`config.mk`:
```
export PLATFORM = sky130hd
export DESIGN_NAME = ps2_mouse_decoder
export DESIGN_NICKNAME = d
export VERILOG_FILES = /design/src/rtl/ps2_mouse_decoder_pkg.sv /design/src/rtl/ps2_mouse_decoder_rx_frame.sv /design/src/rtl/ps2_mouse_decoder.sv
export SDC_FILE = /design/constraint.sdc
export NUM_CORES = 1
export LEC_CHECK = 0
export ABC_AREA = 1
export BUFFER_PORTS_ARGS = -buffer_cell sky130_fd_sc_hd__buf_2
export CAP_MARGIN = 20
export CELL_PAD_IN_SITES_DETAIL_PLACEMENT = 2
export CELL_PAD_IN_SITES_GLOBAL_PLACEMENT = 2
export CORE_ASPECT_RATIO = 1.25
export CORE_MARGIN = 3
export CORE_UTILIZATION = 36
export CTS_BUF_LIST = sky130_fd_sc_hd__clkbuf_8
export DETAILED_ROUTE_END_ITERATION = 10
export PLACE_DENSITY_LB_ADDON = 0.2
export RECOVER_POWER = 100
export SLEW_MARGIN = 20
export SYNTH_ARGS = -nofsm -noshare
export SYNTH_HDL_FRONTEND = slang
export SYNTH_HIERARCHICAL = 1
export SYNTH_SLANG_ARGS = --single-unit
export TNS_END_PERCENT = 20
```
`constraint.sdc`:
```
create_clock -name clk -period 2.7 [get_ports clk]
set_input_delay 0.27 -clock clk [delete_from_list [all_inputs] [get_ports clk]]
set_output_delay 0.27 -clock clk [all_outputs]
set_load 0.05 [all_outputs]
```
`src/rtl/ps2_mouse_decoder_pkg.sv`:
```
// ps2_pkg: shared frame, packet and byte-0 field definitions for the PS/2 mouse decoder
package ps2_pkg;
   localparam int FRAME_BITS = 11;
   localparam int BIT_START = 0;
   localparam int BIT_PARITY = 9;
   localparam int BIT_STOP = 10;
   typedef enum logic [1:0] {ST_IDLE, ST_SHIFT, ST_CHECK} frame_state_e;
   localparam logic [1:0] PKT_B0 = 2'd0;
   localparam logic [1:0] PKT_B1 = 2'd1;
   localparam logic [1:0] PKT_B2 = 2'd2;
   localparam int B0_L = 0;
   localparam int B0_R = 1;
   localparam int B0_M = 2;
   localparam int B0_SYNC = 3;
   localparam int B0_XS = 4;
   localparam int B0_YS = 5;
   localparam int B0_XO = 6;
   localparam int B0_YO = 7;
   localparam int DEFAULT_TIMEOUT = 50000;
   typedef struct packed {
      logic y_ovf;
      logic x_ovf;
      logic y_sign;
      logic x_sign;
      logic m;
      logic r;
      logic l;
   } pkt_hdr_t;
   // The sync bit only gates acceptance of byte 0, so it is not kept.
   function automatic pkt_hdr_t hdr_of(input logic [7:0] b);
      return '{y_ovf: b[B0_YO], x_ovf: b[B0_XO], y_sign: b[B0_YS], x_sign: b[B0_XS],
               m: b[B0_M], r: b[B0_R], l: b[B0_L]};
   endfunction
endpackage

```
`src/rtl/ps2_mouse_decoder_rx_frame.sv`:
```
// ps2_rx_frame: synchronises the PS/2 lines and deserialises 11-bit frames into bytes
module ps2_rx_frame
   import ps2_pkg::*;
(
   input  logic       clk,
   input  logic       reset,
   input  logic       ps2_clk,
   input  logic       ps2_data,
   input  logic       abort,
   output logic [7:0] byte_data,
   output logic       byte_valid,
   output logic       byte_error,
   output logic       start_error,
   output logic       fall,
   output logic       busy
);
   logic [2:0] clk_sync_q, clk_sync_d;
   logic [1:0] dat_sync_q, dat_sync_d;
   logic fall_q, fall_d;
   frame_state_e state_q, state_d;
   logic [3:0] cnt_q, cnt_d;
   logic [FRAME_BITS-2:0] sr_q, sr_d;
   logic din, frame_ok, start_err;
   always_comb begin
      clk_sync_d = {clk_sync_q[1:0], ps2_clk};
      dat_sync_d = {dat_sync_q[0], ps2_data};
      fall_d = clk_sync_q[2] & ~clk_sync_q[1];
      din = dat_sync_q[1];
      frame_ok = (^sr_q[BIT_PARITY-1:0]) & sr_q[BIT_STOP-1];
      state_d = state_q;
      cnt_d = cnt_q;
      sr_d = sr_q;
      start_err = 1'b0;
      if (abort)
         state_d = ST_IDLE;
      else
         unique case (state_q)
            ST_IDLE:
               if (fall_q) begin
                  state_d = din ? ST_IDLE : ST_SHIFT;
                  cnt_d = 4'd1;
                  start_err = din;
               end
            ST_SHIFT:
               if (fall_q) begin
                  sr_d = {din, sr_q[FRAME_BITS-2:1]};
                  cnt_d = cnt_q + 4'd1;
                  state_d = (cnt_q == 4'(BIT_STOP)) ? ST_CHECK : ST_SHIFT;
               end
            default: state_d = ST_IDLE;
         endcase
   end
   always_ff @(posedge clk or posedge reset)
      if (reset) begin
         clk_sync_q <= '1;
         dat_sync_q <= '1;
         fall_q <= 1'b0;
         state_q <= ST_IDLE;
         cnt_q <= '0;
         sr_q <= '0;
      end else begin
         clk_sync_q <= clk_sync_d;
         dat_sync_q <= dat_sync_d;
         fall_q <= fall_d;
         state_q <= state_d;
         cnt_q <= cnt_d;
         sr_q <= sr_d;
      end
   assign byte_data = sr_q[7:0];
   assign byte_valid = !abort && state_q == ST_CHECK && frame_ok;
   assign byte_error = !abort && state_q == ST_CHECK && !frame_ok;
   assign start_error = start_err;
   assign fall = fall_q;
   assign busy = state_q != ST_IDLE;
endmodule

```
`src/rtl/ps2_mouse_decoder.sv`:
```
// ps2_mouse_decoder: assembles PS/2 mouse packets into clamped cursor position and buttons
module ps2_mouse_decoder
   import ps2_pkg::*;
#(
   parameter int SCREEN_W = 640,
   parameter int SCREEN_H = 480,
   parameter int TIMEOUT = DEFAULT_TIMEOUT
) (
   input  logic        clk,
   input  logic        reset,
   input  logic        ps2_clk,
   input  logic        ps2_data,
   output logic        lmb,
   output logic        mmb,
   output logic        rmb,
   output logic [15:0] mouse_x,
   output logic [15:0] mouse_y,
   output logic        packet_valid,
   output logic        frame_error
);
   localparam int TW = $clog2(TIMEOUT + 1);
   localparam logic signed [17:0] X_MAX = 18'(SCREEN_W - 1);
   localparam logic signed [17:0] Y_MAX = 18'(SCREEN_H - 1);
   logic [7:0] byte_data;
   logic byte_valid, byte_error, start_error, fall, busy, active, timeout;
   logic [1:0] idx_q, idx_d;
   pkt_hdr_t hdr_q, hdr_d;
   logic [7:0] dx_q, dx_d;
   logic [TW-1:0] tmo_q, tmo_d;
   logic lmb_q, lmb_d, mmb_q, mmb_d, rmb_q, rmb_d, pv_q, pv_d, fe_q, fe_d;
   logic [15:0] x_q, x_d, y_q, y_d, x_clamp, y_clamp;
   logic signed [17:0] dx, dy, nx, ny;
   ps2_rx_frame u_rx (
      .clk(clk),
      .reset(reset),
      .ps2_clk(ps2_clk),
      .ps2_data(ps2_data),
      .abort(timeout),
      .byte_data(byte_data),
      .byte_valid(byte_valid),
      .byte_error(byte_error),
      .start_error(start_error),
      .fall(fall),
      .busy(busy)
   );
   // Deltas are formed from the stored header/dx and the live dy byte, so the update lands with byte 2.
   always_comb begin
      active = busy || idx_q != PKT_B0;
      timeout = active && tmo_q == TW'(TIMEOUT);
      tmo_d = (fall || !active || timeout) ? '0 : tmo_q + TW'(1);
      dx = hdr_q.x_ovf ? '0 : {{10{hdr_q.x_sign}}, dx_q};
      dy = hdr_q.y_ovf ? '0 : {{10{hdr_q.y_sign}}, byte_data};
      nx = $signed({2'b00, x_q}) + dx;
      ny = $signed({2'b00, y_q}) - dy;
      x_clamp = nx < 0 ? '0 : nx > X_MAX ? X_MAX[15:0] : nx[15:0];
      y_clamp = ny < 0 ? '0 : ny > Y_MAX ? Y_MAX[15:0] : ny[15:0];
      idx_d = idx_q;
      hdr_d = hdr_q;
      dx_d = dx_q;
      lmb_d = lmb_q;
      mmb_d = mmb_q;
      rmb_d = rmb_q;
      x_d = x_q;
      y_d = y_q;
      pv_d = 1'b0;
      fe_d = 1'b0;
      if (timeout) begin
         idx_d = PKT_B0;
         fe_d = 1'b1;
      end else if (byte_error) begin
         idx_d = PKT_B0;
         fe_d = 1'b1;
      end else if (start_error)
         fe_d = 1'b1;
      else if (byte_valid)
         unique case (idx_q)
            PKT_B0: begin
               fe_d = !byte_data[B0_SYNC];
               idx_d = byte_data[B0_SYNC] ? PKT_B1 : PKT_B0;
               hdr_d = byte_data[B0_SYNC] ? hdr_of(byte_data) : hdr_q;
            end
            PKT_B1: begin
               dx_d = byte_data;
               idx_d = PKT_B2;
            end
            default: begin
               idx_d = PKT_B0;
               pv_d = 1'b1;
               lmb_d = hdr_q.l;
               mmb_d = hdr_q.m;
               rmb_d = hdr_q.r;
               x_d = x_clamp;
               y_d = y_clamp;
            end
         endcase
   end
   always_ff @(posedge clk or posedge reset)
      if (reset) begin
         idx_q <= PKT_B0;
         hdr_q <= '0;
         dx_q <= '0;
         tmo_q <= '0;
         lmb_q <= 1'b0;
         mmb_q <= 1'b0;
         rmb_q <= 1'b0;
         x_q <= 16'(SCREEN_W / 2);
         y_q <= 16'(SCREEN_H / 2);
         pv_q <= 1'b0;
         fe_q <= 1'b0;
      end else begin
         idx_q <= idx_d;
         hdr_q <= hdr_d;
         dx_q <= dx_d;
         tmo_q <= tmo_d;
         lmb_q <= lmb_d;
         mmb_q <= mmb_d;
         rmb_q <= rmb_d;
         x_q <= x_d;
         y_q <= y_d;
         pv_q <= pv_d;
         fe_q <= fe_d;
      end
   assign lmb = lmb_q;
   assign mmb = mmb_q;
   assign rmb = rmb_q;
   assign mouse_x = x_q;
   assign mouse_y = y_q;
   assign packet_valid = pv_q;
   assign frame_error = fe_q;
endmodule

```
==> results of run 1 <==
==> through the flow <==
step	worst slack, ps	instances	hold slack, ps	util
6_report	-218	1198	361	0.464
5_1_grt	-356	1198	366	0.464
4_1_cts	-7.20	1182	362	0.430
3_5_place_dp	-358	1158	325	0.404
3_3_place_gp	-155	1158	315	0.404
2_1_floorplan	175	886	256	-
==> registers in the layout (all words and copies together) (netlist names), 3 cells and up <==
| name | count |
|---|---|
| u_rx/sr_q | 10 |
| tmo_q | 16 |
| hdr_q | 7 |
| dx_q | 8 |
| u_rx/clk_sync_q | 3 |
| u_rx/cnt_q | 4 |
| mouse_y | 16 |
| mouse_x | 16 |
==> where the power goes <==
| group | internal (mW) | switching (mW) | leakage, nW |
|---|---|---|---|
| clock | 0.550 | 0.580 | 0.114 |
| sequential | 1.46 | 0.108 | 1.23 |
| combinational | 0.780 | 1.47 | 2.65 |
| total | 2.79 | 2.16 | 3.99 |
==> cell usage after synthesis, types with 3 or more instances <==
| cell type | count | area share |
|---|---|---|
| nand2_1 | 291 | 0.17 |
| inv_1 | 119 | 0.071 |
| nor2_1 | 87 | 0.052 |
| dfrtp_1 | 81 | 0.32 |
| nand3_1 | 60 | 0.048 |
| ha_1 | 30 | 0.060 |
| o21ai_0 | 30 | 0.024 |
| nand4_1 | 25 | 0.025 |
| a21oi_1 | 23 | 0.018 |
| nand2_2 | 13 | 0.013 |
| dfstp_2 | 11 | 0.046 |
| inv_2 | 10 | 0.0060 |
| xnor2_1 | 10 | 0.014 |
| nor3_1 | 9 | 0.0072 |
| buf_4 | 8 | 0.0096 |
| nor3b_1 | 7 | 0.0084 |
| xor2_1 | 7 | 0.0098 |
| clkbuf_1 | 6 | 0.0036 |
| nand3b_1 | 5 | 0.0060 |
| o21ai_2 | 5 | 0.0070 |
| buf_6 | 3 | 0.0054 |
| nand2_4 | 3 | 0.0054 |
| nand3_2 | 3 | 0.0048 |
| nor2_4 | 3 | 0.0054 |
| nor4_1 | 3 | 0.0030 |
| o211ai_1 | 3 | 0.0036 |
==> cell type report <==
cell class | instances | area, sq um | share of cell area
Tap cell | 220 | 275 | 0.0349
Inverter | 133 | 512 | 0.0650
Multi-Input combinational cell | 642 | 3910 | 0.497
Sequential cell | 92 | 2320 | 0.294
Timing Repair Buffer | 94 | 626 | 0.0794
Clock buffer | 10 | 138 | 0.0175
Clock inverter | 6 | 88.8 | 0.0113
Timing Repair inverter | 1 | 7.51 | 0.000953
==> worst max-delay path: cells and delay by family, from the launching register on <==
kind / cells / cell delay (ps)
AND/OR/NAND/NOR: 14 / 1640
adder cells (fa/ha/maj): 2 / 540
flip-flops: 1 / 390
buffers and inverters: 3 / 210
==> cells by family after synthesis <==
logic type               Yosys count  share of synthesized area
AO/OA/AOI/OAI                     76                     0.0728
XOR/XNOR                          17                     0.0237
adder cells (fa/ha/maj)           32                     0.0662
buffers and inverters            152                      0.104
flip-flops                        92                      0.369
AND/OR/NAND/NOR                  517                      0.365
==> worst paths after layout <==
check	end	start	slack, ps
max in group asynchronous	mmb	reset	880
min	u_rx/dat_sync_q[1]	u_rx/dat_sync_q[0]	360
max	mouse_x[0]	dx_q[0]	-220
max reg2reg	mouse_x[0]	dx_q[0]	-220
min reg2reg	u_rx/dat_sync_q[1]	u_rx/dat_sync_q[0]	360
min in group asynchronous	tmo_q[2]	reset	560
==> metal layers <==
layer / part of all wire / up-vias
met4: 0.044 / 0
met3: 0.026 / 76
met1: 0.38 / 3331
met2: 0.55 / 143
met5: 0 / -
li1: - / 2972
==> timing repair <==
item,CTS,global route
endpoints found under the hold margin,21,0
setup endpoints to repair,45,45
hold buffers,3,0
pin swaps,3,36
gates cloned,0,1
setup buffers,5,15
resized for setup,31,127
==> impl_results.md, run 1 <==
* Core Area at 17,000 sq um
* Num ports at slightly above 40
* RSZ-0062 raised after global routing: yes
* Slew Limit Fails at 0
* ANT cells at 0
* Most frequent cells in the layout: 251 x nand2_1, 112 x inv_1, 78 x dfrtp_1
* CTS H-Tree Depth at 3
* Tot Pwr at 4.95 mW
* Register bit total from synthesis at a little over 90
* Post-placement cell area at between 6000 and 7000 sq um
* Post-route cell area at 7880 sq um
* Fin nets at 1,009
* DIE AREA at 19,100 sq um
* Clock Path Buffers at 2
* RePlAce Congestion at about 0.84
* Max incr delay on CP at 390 ps
* Yosys warnings at 6
* Share of cells above drive strength 1 at 0.261
* Post-synthesis net count at 922
* Met2 global-route usage at 0.464
* WS Path Type: register to register
* Per-cell routed wire length at ~22 microns
* Clock Skew at 16.1 ps
* Worst path required time at between 2000 and 3000 ps
* Number of max-cap violations at 0
* Peak VDD IR at 0.341 mV
* Critical Path End Type: register
* Number of global-route vias before repair at 7,250
* Clk pin slew, worst setup/hold paths at about 100 ps
* EDFF count, synth at 0
* Worst-margin pin slew at 839 ps
* Met1 Track Usage GR at 0.267
* DRT iter0 DRCs at 273
* Largest net degree at the start of global routing at 28
* Pwr Density at between 600 and 700 nW/um^2
* Final ANT Viol Nets at 0
* WP data arrival at roughly 3200 ps
* Synth Instances at roughly 900
* Crit-path max FO at 8
* Post-Syn Area at 6270 sq um
* Vias at 6,522
* Setup violation total in the final timing report at 18
* Slew Limit Headroom at 0.440
* Peak Freq at 343 MHz
* TNS Setup at -1310 ps
* Row cnt at 53
* Initial Utilization at 0.370
* Layout overhead on the synthesized area at 25.6%
* Root buffer cell: clkbuf_8
* Top_reg_cell synth: dfrtp_1
* Skew-Pair Late Insertion Delay at 400 ps
* Final hold violation count at 0
* Worst-path cell chain: inv_1, nor2_4, ha_4, inv_2, fa_2, inv_2, nand2_2, nand2_4, nand3_2, nand2_2, nand3_2, nand2_1, nand2_1, nand2_2, nand3_2, nor2_4, nand4_1, nand2_1, nand2_1
* PnR worst setup slack at -218 ps
* Fraction of registers with async set/reset at 1.00
* First-pass GRT wire length at between 30 and 40 mm
* Crit share post-route at 1.08
* Worst Setup Start Kind: register
* Clk sinks at 92
* Most used cell, CP: nand2_1
* Fin crit period at around 2900 ps
* Met3 Use GR at 0.0276
* Routed vias/inst at 5.44
* Violated checks: negative setup slack
* Height of the die at 154 microns
* Routed WL at 26.6 mm
* Drt drc at 0
* Synthesized area per cell at 7.08 sq um
* Commonest non-fill, non-tap cell in the layout: nand2_1
* GRT busiest layer: met2
* Post-synth cell types at 50
* Number of antenna violations at the first check in global routing at 0
* Filler instances at roughly 2,000
* CTS buffer count at 9
* DIE WIDTH at 124 microns
* I/O Buffers at 40
* Status: finished with violations
* R2R depth at 19
* Worst Hold Class: register to register
* Hold Path Depth at 0
* DR pass1 iterations at 4
* GR Util All Layers at 0.242
* Global route overflow at 0
* Detailed Place HPWL at 16.7 mm
* Static Leakage at 3.99 nW
* CTS tree: built
* Worst path slowest cell: dfrtp_1
* Sequential fraction of the synthesis area at 0.369
No activity file was read; power rests on OpenSTA's default activity.
==> run 2: changes to the inputs <==
--- a/config.mk
+++ b/config.mk
@@ -10,7 +10,7 @@
 export CAP_MARGIN = 20
 export CELL_PAD_IN_SITES_DETAIL_PLACEMENT = 2
 export CELL_PAD_IN_SITES_GLOBAL_PLACEMENT = 2
-export CORE_ASPECT_RATIO = 1.25
+export CORE_ASPECT_RATIO = 0.8
 export CORE_MARGIN = 3
 export CORE_UTILIZATION = 36
 export CTS_BUF_LIST = sky130_fd_sc_hd__clkbuf_8
==> run 2 against run 1 <==
The run still ends with negative setup slack left. Via count up 3.4%. Clock power about the same. Combinational power about the same. Final cell count up 1.1%. Flip-flop and latch count unchanged. Routed wire length up 9.1%. Critical path depth down 3. Sequential share of layout area down 0.50 points. Sequential power about the same. Setup slack worse by 67 ps. Clock-buffer cell count down 1. Largest cell class unchanged.
==> impl_results.md, run 2 (synthesized netlist as in run 1, its figures left out) <==
* Num ports at 41 (unchanged)
* Worst Hold Class: register to register
* Slew Limit Fails at 0 (unchanged)
* Clock Path Buffers at 2 (unchanged)
* Tot Pwr at 4.97 mW (+0.48%)
* Per-cell routed wire length at 23.9 microns (+7.9%)
* WP data arrival at 3270 ps (+90 ps)
* Clk sinks at 92 (unchanged)
* Routed WL at 29.0 mm (+9.1%)
* Setup violation total in the final timing report at 28 (+10)
* Met3 Use GR at 0.0344 (+0.00679)
* Fin nets at 1,022 (+1.3%)
* RePlAce Congestion at 0.869 (+4.0%)
* Pwr Density at 620 nW/um^2 (-1.3%)
* RR Endpoint: mouse_x[9]
* Row cnt at 42 (-21%)
* Non-filler instance count after layout at 1,211 (+1.1%)
* Met2 global-route usage at 0.439 (-0.0249)
* Most frequent cells in the layout: 251 x nand2_1, 112 x inv_1, 77 x dfrtp_1
* Critical Path End Type: register
* Number of antenna violations at the first check in global routing at 0 (unchanged)
* DRT iter0 DRCs at 370 (+36%)
* R2R depth at 16 (-3)
* Setup WS pre-CTS at -271 ps (+86.7 ps)
* Final hold violation count at 0 (unchanged)
* Static Leakage at 4.07 nW (+2.1%)
* Met1 Track Usage GR at 0.300 (+0.0323)
* Min-delay src: u_rx/dat_sync_q[0]
* RSZ-0062 raised after global routing: yes
* Hold Path Depth at 0 (unchanged)
* Worst Setup Start Kind: register
* Clock Skew at 17.2 ps (+1.10 ps)
* CTS H-Tree Depth at 3 (unchanged)
* Commonest non-fill, non-tap cell in the layout: nand2_1
* Peak Freq at 335 MHz (-2.2%)
* Status: finished with violations
* CTS buffer count at 9 (unchanged)
* Violated checks: negative setup slack
* DR pass1 iterations at 7 (+3)
* Detailed Place HPWL at 16.3 mm (-2.2%)
* I/O Buffers at 40 (unchanged)
* Initial Utilization at 0.373 (+0.00352)
* Worst-margin pin slew at 1170 ps (+331 ps)
* Crit share post-route at 1.11 (+0.0248)
* GR Util All Layers at 0.239 (-0.00313)
* Placed cells at 1,153 (-0.43%)
* WS Path Type: register to register
* DIE WIDTH at 154 microns (+24%)
* Vias at 6,744 (+3.4%)
* Height of the die at 124 microns (-19%)
* Largest net degree at the start of global routing at 42 (+50%)
* Number of max-cap violations at 0 (unchanged)
* GRT busiest layer: met2
* Clk pin slew, worst setup/hold paths at 110 ps (about the same)
* R2r setup slk at -280 ps (-70 ps)
* Skew-Pair Late Insertion Delay at 400 ps (about the same)
* DIE AREA at 19,100 sq um (unchanged)
* PnR worst setup slack at -285 ps (-66.9 ps)
* Layout overhead on the synthesized area at 27.8%
* Global route overflow at 0 (unchanged)
* ANT cells at 0 (unchanged)
* Worst path required time at 2990 ps (+30 ps)
* Drt drc at 0 (unchanged)
* Routed vias/inst at 5.57 (+2.3%)
* Worst hold endpoint: u_rx/dat_sync_q[1]
* Fin crit period at 2980 ps (+66.9 ps)
* Final ANT Viol Nets at 0 (unchanged)
* Core Area at 16,800 sq um (-0.94%)
* Worst R2R Start: hdr_q[5]
* Slew Limit Headroom at 0.220 (-0.221)
* Crit-path max FO at 5 (-3)
* Peak VDD IR at 0.337 mV (-1.1%)
* CTS tree: built
* First-pass GRT wire length at 36.4 mm (-1.0%)
* Share of cells above drive strength 1 at 0.268 (+0.00768)
* Root buffer cell: clkbuf_8
* Number of global-route vias before repair at 6,892 (-4.9%)
* Filler instances at 1,938 (-2.1%)
==> run 2: metal layers <==
metal	up-vias	routed length, microns
li1	2999	-
met1	3462	11900
met2	217	14800
met3	66	1370
met4	0	907
met5	-	0
==> run 2: area by class of cell <==
cell class / instances / area [sq um] / area share
Clock buffer: 9 / 124 / 0.0154
Clock inverter: 7 / 100 / 0.0125
Inverter: 133 / 526 / 0.0655
Multi-Input combinational cell: 644 / 3950 / 0.493
Sequential cell: 92 / 2320 / 0.289
Tap cell: 220 / 275 / 0.0343
Timing Repair Buffer: 106 / 722 / 0.0900
==> run 2: worst max path at each step <==
| stage | slack [ps] | from | endpoint | cells after the start |
|---|---|---|---|---|
| 2_1_floorplan | 180 | mouse_x[0] | mouse_x[1] | 17 |
| 3_3_place_gp | -90 | hdr_q[5] | mouse_x[1] | 18 |
| 3_5_place_dp | -270 | hdr_q[5] | mouse_x[3] | 18 |
| 4_1_cts | 0.4 | hdr_q[5] | mouse_x[2] | 18 |
| 5_1_grt | -350 | hdr_q[5] | mouse_x[9] | 16 |
| 6_report | -280 | hdr_q[5] | mouse_x[9] | 16 |
==> run 2: critical path, cell delays in order, from the launching register on <==
cell and delay, ps:
dfrtp_2 480, buf_4 170, nor2_2 130, ha_1 320, buf_4 190, nand2_4 80
nand2_4 80, nand3_4 80, nand2_4 80, buf_6 150, nand3_4 90, nand4_1 130
buf_4 200, a21oi_4 280, nand4_1 190, nand2_1 120, nand2_1 80
==> run 2: power by group <==
part	internal [mW]	switching, mW
Combinational	0.754	1.52
Sequential	1.46	0.116
Clock	0.532	0.595
==> run 2: repair_timing <==
| item | in CTS | in global routing |
|---|---|---|
| buffers inserted | 10 | 26 |
| hold buffers | 3 | 0 |
| endpoints found under the setup margin | 43 | 46 |
| gates cloned | 1 | 2 |
| gates resized for setup | 30 | 136 |
| pin swaps | 9 | 46 |
| endpoints found under the hold margin | 30 | 0 |
==> run 2: stage by stage <==
step / hold WS [ps] / util / instance area, sq um / setup TNS (ps)
finish: 361 / 0.477 / 8020 / -2490
global placement: 346 / 0.406 / 6830 / -519
detailed placement: 347 / 0.406 / 6830 / -3460
global route: 375 / 0.477 / 8020 / -7770
CTS: 363 / 0.432 / 7270 / 0
floorplan: 256 / - / 6270 / 0
